$ cat config.mk
export PLATFORM = sky130hd
export DESIGN_NAME = rr_grant_sched
export DESIGN_NICKNAME = d
export VERILOG_FILES = /design/src/rtl/rr_grant_sched.sv
export SDC_FILE = /design/constraint.sdc
export NUM_CORES = 1
export LEC_CHECK = 0
export BUFFER_PORTS_ARGS = -buffer_cell sky130_fd_sc_hd__buf_2
export CORE_MARGIN = 1.5
export CORE_UTILIZATION = 50
export DETAILED_ROUTE_END_ITERATION = 12
export GPL_TIMING_DRIVEN = 0
export HOLD_SLACK_MARGIN = 0.03
export PLACE_DENSITY = 0.79
export SYNTH_ARGS = -nofsm -noshare
export SYNTH_HDL_FRONTEND = slang
export SYNTH_SLANG_ARGS = --single-unit
$ cat constraint.sdc
create_clock -name clk -period 8.7 [get_ports clk]
set_input_delay 0 -clock clk [delete_from_list [all_inputs] [get_ports clk]]
set_output_delay 0 -clock clk [all_outputs]
set_load 0.01 [all_outputs]
$ cat src/rtl/rr_grant_sched.sv
// rr_grant_sched: round-robin scheduler sharing one resource among 8 requesters.
// Issues a registered one-hot grant, its binary index and a valid flag. Every
// release (or revoke) is followed by exactly one idle cycle before the next
// grant, so the one-hot select lines always break before they make.
//
// Optional build macro HOLD_LIMIT_EN: when defined, a grant held for MAX_HOLD
// cycles is forcibly revoked and preempt pulses for one cycle. When undefined,
// grants are held indefinitely and preempt is tied low.
module rr_grant_sched #(
    parameter int unsigned N_REQ    = 8,
    parameter int unsigned MAX_HOLD = 16
) (
    input  logic                     clk,
    input  logic                     rst,
    input  logic [N_REQ-1:0]         req,
    output logic [N_REQ-1:0]         gnt,
    output logic [$clog2(N_REQ)-1:0] gnt_idx,
    output logic                     gnt_valid,
    output logic                     preempt
);

    localparam int unsigned IDX_W = $clog2(N_REQ);

    typedef enum logic [0:0] {StIdle, StGrant} state_t;

    state_t             state;
    logic [IDX_W-1:0]   ptr;
    logic [IDX_W-1:0]   sel;
    logic [IDX_W-1:0]   cand;
    logic               found;
    logic [N_REQ-1:0]   sel_onehot;

`ifdef HOLD_LIMIT_EN
    localparam int unsigned HOLD_W = $clog2(MAX_HOLD + 1);
    logic [HOLD_W-1:0] hold_cnt;
`else
    logic unused_hold;
    assign unused_hold = ^MAX_HOLD;
    assign preempt     = 1'b0;
`endif

    // Pick the first requester at or after ptr, wrapping past the top index.
    always_comb begin
        sel        = ptr;
        cand       = '0;
        found      = 1'b0;
        for (int unsigned i = 0; i < N_REQ; i++) begin
            cand = ptr + IDX_W'(i);
            if (!found && req[cand]) begin
                sel   = cand;
                found = 1'b1;
            end
        end
        sel_onehot      = '0;
        sel_onehot[sel] = 1'b1;
    end

    // Grant FSM; all outputs are registered here.
    always_ff @(posedge clk) begin
        if (rst) begin
            state     <= StIdle;
            ptr       <= '0;
            gnt       <= '0;
            gnt_idx   <= '0;
            gnt_valid <= 1'b0;
`ifdef HOLD_LIMIT_EN
            preempt   <= 1'b0;
            hold_cnt  <= '0;
`endif
        end else begin
            case (state)
                StIdle: begin
`ifdef HOLD_LIMIT_EN
                    preempt <= 1'b0;
`endif
                    if (|req) begin
                        gnt       <= sel_onehot;
                        gnt_idx   <= sel;
                        gnt_valid <= 1'b1;
                        state     <= StGrant;
`ifdef HOLD_LIMIT_EN
                        hold_cnt  <= '0;
`endif
                    end
                end
                StGrant: begin
                    if (!req[gnt_idx]) begin
                        // Normal release; gnt_idx is kept for debug.
                        gnt       <= '0;
                        gnt_valid <= 1'b0;
                        ptr       <= gnt_idx + IDX_W'(1);
                        state     <= StIdle;
`ifdef HOLD_LIMIT_EN
                    end else if (hold_cnt == HOLD_W'(MAX_HOLD - 1)) begin
                        // Holder hit the limit: revoke exactly like a release.
                        gnt       <= '0;
                        gnt_valid <= 1'b0;
                        ptr       <= gnt_idx + IDX_W'(1);
                        preempt   <= 1'b1;
                        state     <= StIdle;
                    end else begin
                        hold_cnt  <= hold_cnt + HOLD_W'(1);
`endif
                    end
                end
                default: state <= StIdle;
            endcase
        end
    end

endmodule

==> reports/results.txt <==
outcome - finished, final reports clean
FF/Latch Area - 320 sq um
Peak Freq - 257 MHz
maxcap violations - 0
Final Max Tran Viols - 0
Syn Inst Count - 198
part of the Yosys area used for sequential elements - 17.9%
largest family of logic cells by synthesized area - multiplexers
Final Instance Area - 1970 sq um
Root Buffer - clkbuf_4
WP data required - 8870 ps
gr usage total - 22.7%
post_cts resized - 0
area of the multi-input gates - 1370 sq um
die width - 62.9 microns
Clk Latency, worst-skew pair - 270 ps
io pins - 23
# rows - 21
grt ovf - 0
share of cells above drive strength 1 - 26.2%
n_diodes - 0
nets - 236
post-synthesis compound-gate area fraction - 24.2%
H-tree levels - 1
P_leak - 0.737 nW
Worst R2R Path Depth - 14
worst path bufs/invs - 5
P&R area growth vs syn - 10.1%
DPL Wire Length - 3.32 mm
pwr dens - 203 nW/um^2
# DRC - 0
Post-synth EDFFs - 0
kind of cell adding the most delay to the critical path - compound AO/OA/AOI/OAI gates
Fin Setup TNS - 0 ps
wire per inst - 15.9 microns
adder-cell share of the synthesized area - 2.09%
stages on the worst setup path - 14
CTS Buffer Depth - 2
Post-CTS Hold Fix Bufs - 0
CP arrival - 4070 ps
worst slew pin tran - 821 ps
Syn Area/Cell - 9.05 sq um
mux cell area share after synthesis - 27.8%
unrepaired setup endpoints after global routing - false
DRT antenna net count - 0
Placer Congestion - 0.877
fillers - 326
worst clock skew - 2.28 ps
final wirelength - 4.25 mm
Synth async-reset ratio - 0%
DRT Pass-1 Iters - 4
Syn Nets - 211
Critical Path Slowest Stage Cell - a2111oi_4
WS Path Type - flip-flop to flip-flop
global-route wire length before repair - 7.37 mm
critical-path maximum fanout - 10
peak supply drop - 0.000116 V
Yosys cell types - 62
mapped cell area - 1790 sq um
fin crit share - 44.8%
Final setup viols - 0
total CTS buffers - 3
crit path cell chain - buf_6, inv_1, clkbuf_1, ha_1, buf_2, buf_2, mux2_2, a211oi_1, nand3_1, a2111oi_4, o21ai_2, a32oi_1, o21ai_2, a32o_1
# port buffers - 20
critical path startpoint category - flip-flop
Die ar. - 3950 sq um
vias in the first global route - 1550
Initial Util - 52.9%
initial antenna violation count - 0
Cell Area, Placed - 1950 sq um
Simple-Gate Fraction of Synth Area - 18.9%
fin crit period - 3900 ps
crit path capture type - flip-flop
Post-Synth XOR/XNOR Area - 3.42%
clock sinks - 16
post-layout util - 58.2%
CP peak stage delay - 480 ps
clock slew at reported path FFs - 90 ps
Core ar. - 3390 sq um
largest net degree at the start of global routing - 11
DRT iter0 DRCs - 80
Yosys reg bits - 16
die height - 62.9 microns
CTS tree - yes
Final Hold Fails - 0
DR vias/cell - 6.37
YS warnings - 0
Synth Flop Type - dfxtp_1
Slew headroom - 44.9%
Setup Fix Bufs, Post-CTS - 0
WHS Path Cells - 2
routed vias - 1701
HP Class - primary input to flip-flop
[flip-flops by register name, summed over array words and instances, names as in the netlist]
signal / count
gnt_idx: 3
state: 1
gnt: 8
gnt_valid: 1
ptr: 3
[cells in the mapped netlist (3+ instances only)]
master | n | area, sq um
dfxtp_1 | 16 | 320
nand2_1 | 13 | 48.8
nor2_1 | 13 | 48.8
mux2i_1 | 10 | 100
mux4_2 | 9 | 203
nand3_1 | 9 | 45.0
a21oi_1 | 8 | 40.0
nor3_1 | 8 | 40.0
mux2_2 | 7 | 78.8
o21ai_0 | 7 | 35.0
buf_2 | 6 | 30.0
clkbuf_1 | 6 | 22.5
xnor2_1 | 5 | 43.8
a211oi_1 | 4 | 30.0
a32o_1 | 4 | 40.0
and2_1 | 4 | 25.0
o31ai_1 | 4 | 30.0
ha_1 | 3 | 37.5
inv_1 | 3 | 11.3
mux4_1 | 3 | 78.8
nor2b_1 | 3 | 18.8
[routing by layer]
layer | share of wire (%) | global-route usage [%] | wire (microns) | vias to the layer above
met5 | 0 | 0 | 0 | -
met4 | 1.3 | 4.72 | 57 | 0
met3 | 6.2 | 3.96 | 262 | 6
met2 | 49 | 37.1 | 2060 | 63
met1 | 44 | 31.4 | 1860 | 814
li1 | - | - | - | 818
[placed cells by master (no fill, tap or decap), types with 3 or more instances in the layout]
master and count:
mux2i_1 10, dfxtp_1 16, xnor2_1 5, a32o_1 4, inv_1 3, o31ai_1 4, clkbuf_1 6, ha_1 3
nand2_1 13, nand3_1 9, and2_1 4, mux2_2 7, mux4_2 9, mux4_1 3, nor2b_1 3, nor3_1 8
a21oi_1 8, o21ai_0 7, buf_2 26, a211oi_1 4, nor2_1 13, clkbuf_4 3
[power breakdown]
part,internal [mW],switching (mW)
combinational,0.118,0.147
sequential,0.0861,0.0123
clock,0.0160,0.0210
total,0.220,0.181
[path summary, 6_finish.rpt]
check	from	end	slack, ps
max	ptr[0]	gnt[0]	4800
min	rst	gnt_idx[2]	80
max reg2reg	ptr[0]	gnt[0]	4800
min reg2reg	gnt[3]	gnt[3]	450
[final cells by class]
| class | count | share of cell area [%] |
|---|---|---|
| plain buffers | 16 | 4.19 |
| clock buffers | 3 | 1.14 |
| inverters | 4 | 0.761 |
| multi-input cells | 162 | 69.7 |
| flip-flops and latches | 16 | 16.2 |
| well taps | 46 | 2.92 |
| repair buffers | 20 | 5.08 |
[cell families (layout without fill, tap and decap cells)]
group / after synthesis / in the layout
AO/OA/AOI/OAI: 54 / 54
buffers and inverters: 20 / 43
AND/OR/NAND/NOR: 65 / 65
adder cells (fa/ha/maj): 3 / 3
multiplexers: 32 / 32
XOR/XNOR: 7 / 7
flip-flops: 16 / 16
other: 1 / 1
[through the flow]
step	hold slack (ps)	cells	total power, mW	setup WS (ps)
floorplan	230	198	0.307	5300
global placement	354	264	0.359	4860
detailed placement	363	264	0.363	4850
CTS	67.1	267	0.401	4830
global route	87.6	267	0.434	4560
finish	75.9	267	0.401	4800
Power figures use the tool's default switching activity.
